<file path="config.mk">
export PLATFORM = sky130hd
export DESIGN_NAME = hdmi_packet_scheduler
export DESIGN_NICKNAME = d
export VERILOG_FILES = /design/src/rtl/hdmi_pkg.sv /design/src/rtl/hdmi_acr_timer.sv /design/src/rtl/hdmi_packet_scheduler.sv
export SDC_FILE = /design/constraint.sdc
export NUM_CORES = 1
export LEC_CHECK = 0
export ABC_AREA = 1
export CELL_PAD_IN_SITES_DETAIL_PLACEMENT = 1
export CELL_PAD_IN_SITES_GLOBAL_PLACEMENT = 1
export CORE_ASPECT_RATIO = 1.75
export CORE_MARGIN = 2
export CORE_UTILIZATION = 37
export CTS_BUF_LIST = sky130_fd_sc_hd__clkbuf_16
export CTS_CLUSTER_DIAMETER = 150
export CTS_CLUSTER_SIZE = 8
export DETAILED_ROUTE_END_ITERATION = 16
export GPL_ROUTABILITY_DRIVEN = 1
export PLACE_DENSITY_LB_ADDON = 0.1
export RECOVER_POWER = 50
export SLEW_MARGIN = 20
export SYNTH_ARGS = -nofsm -noshare
export SYNTH_HDL_FRONTEND = slang
export SYNTH_SLANG_ARGS = --single-unit
</file>
<file path="constraint.sdc">
create_clock -name clk_pixel -period 2.5 [get_ports clk_pixel]
set_input_delay 0.5 -clock clk_pixel [delete_from_list [all_inputs] [get_ports clk_pixel]]
set_output_delay 0.5 -clock clk_pixel [all_outputs]
set_load 0.02 [all_outputs]
</file>
<file path="src/rtl/hdmi_pkg.sv">
// Shared definitions for the HDMI data-island packet scheduler.
//   HB0_*        : packet-type header byte codes
//   grant_e      : which source won a data-island slot
//   pkt_hdr_t    : registered header/sample fields presented to the packet assembler
//   hb0_of()     : grant class -> HB0 code
//   present_of() : sample count (0..4) -> subpacket present mask
package hdmi_pkg;

    localparam logic [7:0] HB0_NULL  = 8'h00;
    localparam logic [7:0] HB0_ACR   = 8'h01;
    localparam logic [7:0] HB0_AUDIO = 8'h02;
    localparam logic [7:0] HB0_AVI   = 8'h82;
    localparam logic [7:0] HB0_AIF   = 8'h84;

    // One audio sample packet carries at most four subpackets.
    localparam int unsigned MAX_SAMPLES = 4;

    typedef enum logic [2:0] {
        GNT_NULL,
        GNT_ACR,
        GNT_AUDIO,
        GNT_AVI,
        GNT_AIF
    } grant_e;

    typedef struct packed {
        logic [7:0] ptype;
        logic [2:0] count;
        logic [3:0] present;
    } pkt_hdr_t;

    function automatic logic [7:0] hb0_of(input grant_e gnt);
        logic [7:0] code;
        case (gnt)
            GNT_ACR:   code = HB0_ACR;
            GNT_AUDIO: code = HB0_AUDIO;
            GNT_AVI:   code = HB0_AVI;
            GNT_AIF:   code = HB0_AIF;
            default:   code = HB0_NULL;
        endcase
        return code;
    endfunction

    // (1 << n) - 1, computed one bit wider so n = 4 yields 4'hF.
    function automatic logic [3:0] present_of(input logic [2:0] n);
        return 4'((5'd1 << n) - 5'd1);
    endfunction

endpackage

</file>
<file path="src/rtl/hdmi_acr_timer.sv">
// Free-running audio clock regeneration period counter.
//   clk_pixel : pixel clock
//   reset     : synchronous, active-high; counter returns to 0
//   tick_c    : combinational, high for the one cycle in which the counter wraps
module hdmi_acr_timer #(
    parameter int unsigned PERIOD = 74250
) (
    input  logic clk_pixel,
    input  logic reset,
    output logic tick_c
);

    localparam int unsigned CNT_W = (PERIOD > 1) ? $clog2(PERIOD) : 1;

    logic [CNT_W-1:0] count_q;
    logic [CNT_W-1:0] count_d;

    assign tick_c = (count_q == CNT_W'(PERIOD - 1));

    // Wrap from PERIOD-1 back to 0.
    always_comb begin
        count_d = count_q + CNT_W'(1);
        if (tick_c) begin
            count_d = '0;
        end
    end

    always_ff @(posedge clk_pixel) begin
        if (reset) begin
            count_q <= '0;
        end else begin
            count_q <= count_d;
        end
    end

endmodule

</file>
<file path="src/rtl/hdmi_packet_scheduler.sv">
// Chooses which data-island packet is emitted in each announced island slot.
//   clk_pixel      : pixel clock, only clock
//   reset          : synchronous, active-high
//   audio_strobe   : one pulse per new stereo sample
//   frame_start    : one pulse at first pixel of each frame; requests AVI + audio InfoFrames
//   slot_open      : one pulse, a data-island slot begins now
//   packet_valid   : one-cycle pulse one cycle after an accepted slot_open
//   packet_type    : HB0 of the granted packet, held until the next grant
//   sample_count   : samples carried by an audio packet, else 0
//   sample_present : subpacket present mask for sample_count
//   overflow       : sticky, a sample arrived with the pending counter full
//   slot_collision : sticky, slot_open arrived while the previous packet was still busy
module hdmi_packet_scheduler
    import hdmi_pkg::*;
#(
    parameter int unsigned ACR_PERIOD_CYCLES = 74250,
    parameter int unsigned PENDING_DEPTH     = 8,
    parameter int unsigned SLOT_CYCLES       = 32
) (
    input  logic       clk_pixel,
    input  logic       reset,
    input  logic       audio_strobe,
    input  logic       frame_start,
    input  logic       slot_open,
    output logic       packet_valid,
    output logic [7:0] packet_type,
    output logic [2:0] sample_count,
    output logic [3:0] sample_present,
    output logic       overflow,
    output logic       slot_collision
);

    localparam int unsigned PEND_W = $clog2(PENDING_DEPTH + 1);
    localparam int unsigned BUSY_W = (SLOT_CYCLES > 1) ? $clog2(SLOT_CYCLES) : 1;

    logic [PEND_W-1:0] pending_q, pending_d;
    logic              acr_pend_q, acr_pend_d;
    logic              avi_pend_q, avi_pend_d;
    logic              aif_pend_q, aif_pend_d;
    logic [BUSY_W-1:0] busy_q, busy_d;
    logic              valid_q, valid_d;
    pkt_hdr_t          hdr_q, hdr_d;
    logic              overflow_q, overflow_d;
    logic              collision_q, collision_d;

    logic              acr_tick_c;
    grant_e            gnt_c;
    logic [2:0]        audio_cnt_c;
    logic [2:0]        grant_cnt_c;
    logic              accept_c;

    hdmi_acr_timer #(
        .PERIOD (ACR_PERIOD_CYCLES)
    ) u_acr_timer (
        .clk_pixel (clk_pixel),
        .reset     (reset),
        .tick_c    (acr_tick_c)
    );

    // Fixed-priority arbiter; a deep audio backlog pre-empts ACR to avoid starvation.
    function automatic grant_e arbitrate(
        input logic [PEND_W-1:0] pend,
        input logic              acr,
        input logic              avi,
        input logic              aif
    );
        grant_e g;
        if (pend >= PEND_W'(MAX_SAMPLES)) begin
            g = GNT_AUDIO;
        end else if (acr) begin
            g = GNT_ACR;
        end else if (pend != '0) begin
            g = GNT_AUDIO;
        end else if (avi) begin
            g = GNT_AVI;
        end else if (aif) begin
            g = GNT_AIF;
        end else begin
            g = GNT_NULL;
        end
        return g;
    endfunction

    assign gnt_c       = arbitrate(pending_q, acr_pend_q, avi_pend_q, aif_pend_q);
    assign audio_cnt_c = (pending_q >= PEND_W'(MAX_SAMPLES)) ? 3'(MAX_SAMPLES) : 3'(pending_q);
    assign accept_c    = slot_open && (busy_q == '0);
    assign grant_cnt_c = (accept_c && (gnt_c == GNT_AUDIO)) ? audio_cnt_c : 3'd0;

    // Next-state logic for the flags, counters and output stage.
    always_comb begin
        pending_d   = pending_q;
        acr_pend_d  = acr_pend_q;
        avi_pend_d  = avi_pend_q;
        aif_pend_d  = aif_pend_q;
        busy_d      = busy_q;
        valid_d     = 1'b0;
        hdr_d       = hdr_q;
        overflow_d  = overflow_q;
        collision_d = collision_q;

        if (busy_q != '0) begin
            busy_d = busy_q - BUSY_W'(1);
        end

        if (slot_open && !accept_c) begin
            collision_d = 1'b1;
        end

        if (accept_c) begin
            valid_d       = 1'b1;
            busy_d        = BUSY_W'(SLOT_CYCLES - 1);
            hdr_d.ptype   = hb0_of(gnt_c);
            hdr_d.count   = grant_cnt_c;
            hdr_d.present = present_of(grant_cnt_c);
            case (gnt_c)
                GNT_ACR: acr_pend_d = 1'b0;
                GNT_AVI: avi_pend_d = 1'b0;
                GNT_AIF: aif_pend_d = 1'b0;
                default: ;
            endcase
        end

        // A sample arriving at full with nothing drained is lost; otherwise net the update.
        if (audio_strobe && (pending_q == PEND_W'(PENDING_DEPTH)) && (grant_cnt_c == 3'd0)) begin
            overflow_d = 1'b1;
        end else begin
            pending_d = pending_q + PEND_W'(audio_strobe) - PEND_W'(grant_cnt_c);
        end

        // New requests win over a same-cycle grant clear.
        if (acr_tick_c) begin
            acr_pend_d = 1'b1;
        end
        if (frame_start) begin
            avi_pend_d = 1'b1;
            aif_pend_d = 1'b1;
        end
    end

    always_ff @(posedge clk_pixel) begin
        if (reset) begin
            pending_q   <= '0;
            acr_pend_q  <= 1'b0;
            avi_pend_q  <= 1'b1;
            aif_pend_q  <= 1'b1;
            busy_q      <= '0;
            valid_q     <= 1'b0;
            hdr_q       <= '0;
            overflow_q  <= 1'b0;
            collision_q <= 1'b0;
        end else begin
            pending_q   <= pending_d;
            acr_pend_q  <= acr_pend_d;
            avi_pend_q  <= avi_pend_d;
            aif_pend_q  <= aif_pend_d;
            busy_q      <= busy_d;
            valid_q     <= valid_d;
            hdr_q       <= hdr_d;
            overflow_q  <= overflow_d;
            collision_q <= collision_d;
        end
    end

    assign packet_valid   = valid_q;
    assign packet_type    = hdr_q.ptype;
    assign sample_count   = hdr_q.count;
    assign sample_present = hdr_q.present;
    assign overflow       = overflow_q;
    assign slot_collision = collision_q;

endmodule

</file>
==> results of run 1 <==
## area by class of cell
cell class | count | area [um^2]
fill | 751 | 3070
multi-input combinational | 197 | 1200
sequential | 43 | 863
timing repair buffer | 35 | 299
inverter | 40 | 155
clock buffer | 5 | 125
tap | 78 | 97.6
clock inverter | 3 | 16.3
## layer usage
layer,vias up,GRT usage [%],share of wire [%],wire (um)
li1,978,-,-,-
met1,927,16.1,34,1930
met2,25,37.6,60,3380
met3,16,2.12,1.7,94
met4,0,10.6,3.9,220
met5,-,0,0,0
## worst max-delay path: stages (launching register included)
cell	delay, ns
dfxtp_2	0.33
inv_2	0.07
ha_4	0.13
inv_2	0.04
nor2_4	0.12
nand3_4	0.11
clkinv_4	0.08
nand2_8	0.05
nor3_4	0.21
ha_2	0.30
inv_1	0.06
ha_1	0.17
fa_1	0.44
nand2_1	0.09
nor2_1	0.04
## final timing paths
| check | cells after the start | slack [ns] | start | end |
|---|---|---|---|---|
| max | 14 | 0.13 | busy_q[1]$_SDFFE_PP0P_ | pending_q[1]$_SDFFE_PP0N_ |
| min | 2 | 0.46 | aif_pend_q$_SDFFE_PP1P_ | aif_pend_q$_SDFFE_PP1P_ |
| max reg2reg | 14 | 0.13 | busy_q[1]$_SDFFE_PP0P_ | pending_q[1]$_SDFFE_PP0N_ |
| min reg2reg | 2 | 0.46 | aif_pend_q$_SDFFE_PP1P_ | aif_pend_q$_SDFFE_PP1P_ |
## state kept, by name, indices dropped and copies added (netlist names)
name / count
acr_pend_q: 1
aif_pend_q: 1
avi_pend_q: 1
busy_q: 5
overflow: 1
packet_type: 4
packet_valid: 1
pending_q: 4
sample_count: 3
sample_present: 4
slot_collision: 1
u_acr_timer.count_q: 17
## metrics by stage
step	setup TNS, ns	instances	hold slack [ns]
6_report	0	401	0.459
5_1_grt	0	401	0.480
4_1_cts	0	398	0.461
3_5_place_dp	-0.632	390	0.448
3_3_place_gp	-0.480	390	0.437
2_1_floorplan	0	288	0.419
## logic make-up after synthesis
kind of cell / count (synthesis) / synth area share (%)
fa+ha+maj: 12 / 7.16
xor+xnor: 6 / 2.39
buf+inv: 48 / 9.26
compound gates: 36 / 8.75
other cells: 1 / 0.170
flops: 43 / 39.1
simple gates: 139 / 33.2
## where the power goes
| part | switching, mW | total, mW | leakage (nW) | internal (mW) |
|---|---|---|---|---|
| Clock | 0.262 | 0.627 | 0.0710 | 0.364 |
| Sequential | 0.0838 | 0.877 | 0.351 | 0.793 |
| Combinational | 0.553 | 0.991 | 0.710 | 0.438 |
| Total | 0.899 | 2.49 | 1.13 | 1.60 |
## timing repair
action	CTS	global route
buffers inserted	0	3
gates resized for setup	1	18
setup endpoints to repair	1	3
pin swaps	0	9
## placed cells by master (no fill, tap or decap), drive strengths merged
cell,n
o21ai,9
inv,40
nand2,60
nor4,1
conb,4
a21oi,23
nor2,43
clkbuf,8
nand4,8
a31oi,1
dlymetal6s2s,1
a211oi,1
ha,11
clkinv,2
clkinvlp,1
o211ai,1
o21a,1
fa,1
nor3,10
clkdlybuf4s50,16
nand3b,2
nand3,13
dfxtp,43
xor2,4
buf,14
xnor2,2
nor3b,2
dlygate4sd3,1
==> flow_metrics.env, run 1 <==
export IMPL_status="finished, final reports clean"
export IMPL_ctsLongestPathBuffers=2
export IMPL_core_area_um2=5830
export IMPL_period_minus_slack_ns=2.37
export IMPL_critPathKind="flip-flop to flip-flop"
export IMPL_yosysMostFrequentCell="nand2_1"
export IMPL_grt_pass1_wl_mm=9.34
export IMPL_diodes=0
export IMPL_end_kind="flip-flop"
export IMPL_synth_area_leaders="dfxtp_1 (39%), nand2_1 (9.5%), ha_1 (6.3%)"
export IMPL_fin_area_um2=2760
export IMPL_clk_pin_slew_ns=0.06
export IMPL_synthDistinctLibCells=37
export IMPL_p_total_mw=2.49
export IMPL_clock_sinks=43
export IMPL_drtAntennaViolNets=0
export IMPL_synth_top_area_share_pct=39.1
export IMPL_finalSetupViolations=0
export IMPL_avgSynthCellArea_um2=7.73
export IMPL_antenna_found_initial=0
export IMPL_gp_congestion=0.794
export IMPL_p_leak_nw=1.13
export IMPL_drc=0
export IMPL_dr_pass1_iters=4
export IMPL_skew_ns=0.00629
export IMPL_syn_to_final_growth_pct=25.3
export IMPL_ys_seq_area_share_pct=39.1
export IMPL_vdd_drop_max_uv=454
export IMPL_grt_max_degree=20
export IMPL_die_w_um=62.3
export IMPL_hp_class="flip-flop to flip-flop"
export IMPL_drt_wl_total_mm=5.62
export IMPL_rows=37
export IMPL_crit_path_max_fanout=3
export IMPL_die_height_um=106
export IMPL_dp_hpwl_mm=4.39
export IMPL_htreeDepth=2
export IMPL_wl_per_cell_um=14.0
export IMPL_yosysTopAreaCell="dfxtp_1"
export IMPL_yosys_register_bits=43
export IMPL_slew_headroom_pct=58.0
export IMPL_utilization_pct=47.3
export IMPL_max_cap_violations=0
export IMPL_first_iter_violations=30
export IMPL_numPortBuffers=18
export IMPL_routed_via_density=4.85
export IMPL_fp_dieArea_um2=6610
export IMPL_cp_arrival_ns=2.55
export IMPL_post_route_period_util_pct=94.9
export IMPL_cts_made_buffers=5
export IMPL_cts_hold_buf=0
export IMPL_place_area_um2=2550
export IMPL_place_ws_ns=-0.299
export IMPL_cts_root_buf="clkbuf_16"
export IMPL_overflow=0
export IMPL_start_util_pct=37.8
export IMPL_power_density_nw_per_um2=904
export IMPL_grt_use_total_pct=18.1
export IMPL_slew_violations=0
export IMPL_vias=1946
export IMPL_drive_gt1_share_pct=18.9
export IMPL_worst_slack_ns=0.127
export IMPL_crit_required_ns=2.67
export IMPL_worstMarginPinSlew_ns=0.629
export IMPL_clock_latency_ns=0.28
export IMPL_synth_edf_count=0
export IMPL_ys_flop_type="dfxtp_1"
export IMPL_synthTopCellsByCount="nand2_1 (56), dfxtp_1 (43), inv_1 (35)"
export IMPL_io_pins=23
export IMPL_ys_async_sr_fraction_pct=0
export IMPL_yosysWarningCount=0
export IMPL_rsz0062_at_grt="false"
export IMPL_final_nets=339
export IMPL_tritoncts="done"
export IMPL_hold_viol_final=0
export IMPL_netlist_instances=285
export IMPL_grt_pass1_vias=2102
export IMPL_syn_cell_area_um2=2200
export IMPL_start_kind="flip-flop"
export IMPL_fmax_mhz=421
(Power assumes the default switching activity.)
==> inputs of run 2 (changes only) <==
GPL_TIMING_DRIVEN = 0   (was unset)
==> run 2 against run 1 <==
Worst hold slack hardly changed. Non-clock buffer count is 2 lower. Sequential power hardly changed. Global-route usage is 0.31 points higher. Sequential share of layout area hardly changed. Sequential cell count stayed put. Fmax is 1.1% higher. Die area stayed put. Utilization is 0.086 points lower.
==> flow_metrics.env, run 2 (synthesized netlist as in run 1, its figures left out) <==
export IMPL_status="finished, final reports clean"
export IMPL_diodes=0
export IMPL_clock_latency_ns=0.28
export IMPL_die_height_um=106
export IMPL_drive_gt1_share_pct=18.7
export IMPL_fmax_mhz=426
export IMPL_clock_sinks=43
export IMPL_seq_power_share_pct=35.2
export IMPL_top_regs="u_acr_timer.count_q (17), busy_q (5)"
export IMPL_hold_viol_final=0
export IMPL_cts_made_buffers=5
export IMPL_largest_reg_flops=17
export IMPL_vdd_drop_max_uv=466
export IMPL_tritoncts="done"
export IMPL_combPwrFrac_pct=39.2
export IMPL_finalSetupViolations=0
export IMPL_final_cells=399
export IMPL_grt_pass1_wl_mm=9.40
export IMPL_post_route_period_util_pct=93.9
export IMPL_timing_hold_ws_ns=0.459
export IMPL_cts_root_buf="clkbuf_16"
export IMPL_vias=1934
export IMPL_routed_via_density=4.85
export IMPL_gp_congestion=0.852
export IMPL_cp_arrival_ns=2.52
export IMPL_multi_input_area_um2=1220
export IMPL_hp_class="flip-flop to flip-flop"
export IMPL_rsz0062_at_grt="false"
export IMPL_worstMarginPinSlew_ns=0.582
export IMPL_skew_ns=0.00311
export IMPL_drtAntennaViolNets=0
export IMPL_syn_to_final_growth_pct=25.1
export IMPL_clk_pin_slew_ns=0.06
export IMPL_htreeDepth=2
export IMPL_grt_max_degree=14
export IMPL_period_minus_slack_ns=2.35
export IMPL_io_pins=23
export IMPL_grt_use_total_pct=18.4
export IMPL_core_area_um2=5830
export IMPL_drc=0
export IMPL_power_density_nw_per_um2=903
export IMPL_p_total_mw=2.49
export IMPL_fp_dieArea_um2=6610
export IMPL_numPortBuffers=18
export IMPL_dp_hpwl_mm=4.23
export IMPL_swShare_pct=36.3
export IMPL_antenna_found_initial=0
export IMPL_grt_pass1_vias=2054
export IMPL_ctsLongestPathBuffers=2
export IMPL_first_iter_violations=61
export IMPL_dr_pass1_iters=4
export IMPL_die_w_um=62.3
export IMPL_rows=37
export IMPL_crit_required_ns=2.68
export IMPL_most_common_layout_cells="nand2_1 (56), dfxtp_1 (42), nor2_1 (33), inv_1 (32), a21oi_1 (22)"
export IMPL_max_cap_violations=0
export IMPL_final_nets=337
export IMPL_overflow=0
export IMPL_start_kind="flip-flop"
export IMPL_wl_per_cell_um=13.9
export IMPL_intPower_mw=1.58
export IMPL_end_kind="flip-flop"
export IMPL_p_leak_nw=1.12
export IMPL_critPathKind="flip-flop to flip-flop"
export IMPL_slew_headroom_pct=61.2
export IMPL_dp_cells=384
export IMPL_n_fill_cell=762
export IMPL_crit_path_max_fanout=4
export IMPL_start_util_pct=37.8
export IMPL_place_area_um2=2490
export IMPL_fin_area_um2=2750
export IMPL_p_switching_mw=0.902
export IMPL_cts_hold_buf=0
export IMPL_drt_wl_total_mm=5.55
export IMPL_slew_violations=0
export IMPL_seqCellArea_um2=862
export IMPL_clockPowerShare_pct=25.6
export IMPL_final_common_cell="nand2_1"
export IMPL_regMostFlops="u_acr_timer.count_q"
run 2: final timing paths:
check,slack [ns],start,cells after the start,endpoint
worst min register to register,0.46,aif_pend_q$_SDFFE_PP1P_,2,aif_pend_q$_SDFFE_PP1P_
worst max-delay path,0.15,busy_q[1]$_SDFFE_PP0P_,14,pending_q[1]$_SDFFE_PP0N_
worst min-delay path,0.46,aif_pend_q$_SDFFE_PP1P_,2,aif_pend_q$_SDFFE_PP1P_
worst max register to register,0.15,busy_q[1]$_SDFFE_PP0P_,14,pending_q[1]$_SDFFE_PP0N_
run 2: power groups by stage:
stage | logic [mW] | clock network, mW | registers [mW]
5_1_grt | 1.09 | 0.686 | 0.889
3_3_place_gp | 0.824 | 0 | 0.877
3_5_place_dp | 0.843 | 0 | 0.877
4_1_cts | 0.908 | 0.658 | 0.870
6_report | 0.973 | 0.637 | 0.876
2_1_floorplan | 0.562 | 0 | 0.921
run 2: layout make-up:
type	instances	area share, %
multi-input combinational	197	44.3
sequential	43	31.3
timing repair buffer	25	8.27
inverter	40	5.72
clock buffer	5	4.54
tap	78	3.54
buffer	8	1.73
clock inverter	3	0.591
run 2: worst max-delay path, stage by stage, from the launching register on:
cell and delay [ns]:
dfxtp_1 0.33, inv_2 0.08, ha_4 0.12, inv_1 0.05
nor2_4 0.13, nand3_4 0.14, clkinv_4 0.11, nand2_8 0.07
nor3_4 0.15, ha_2 0.29, inv_1 0.08, ha_4 0.14
fa_2 0.43, nand2_1 0.07, nor2_1 0.04
run 2: through the flow:
| stage | TNS (ns) | worst slack [ns] | util [%] |
|---|---|---|---|
| after floorplan | 0 | 0.157 | - |
| after global placement | -1.10 | -0.476 | 42.7 |
| after detailed placement | -1.21 | -0.527 | 42.7 |
| after CTS | 0 | 0.00155 | 46.0 |
| after global routing | 0 | 0.00376 | 47.2 |
| final | 0 | 0.153 | 47.2 |
run 2: timing repair:
item	in CTS	in global routing
pin swaps	3	7
hold endpoints to repair	0	0
endpoints found under the setup margin	3	3
resized for setup	9	15
setup buffers	3	4
run 2: layer usage:
metal | track usage [%] | up-vias | part of all wire, %
li1 | - | 973 | -
met1 | 17.2 | 939 | 36
met2 | 38.0 | 15 | 61
met3 | 3.28 | 7 | 1.9
met4 | 7.62 | 0 | 1.8
met5 | 0 | - | 0
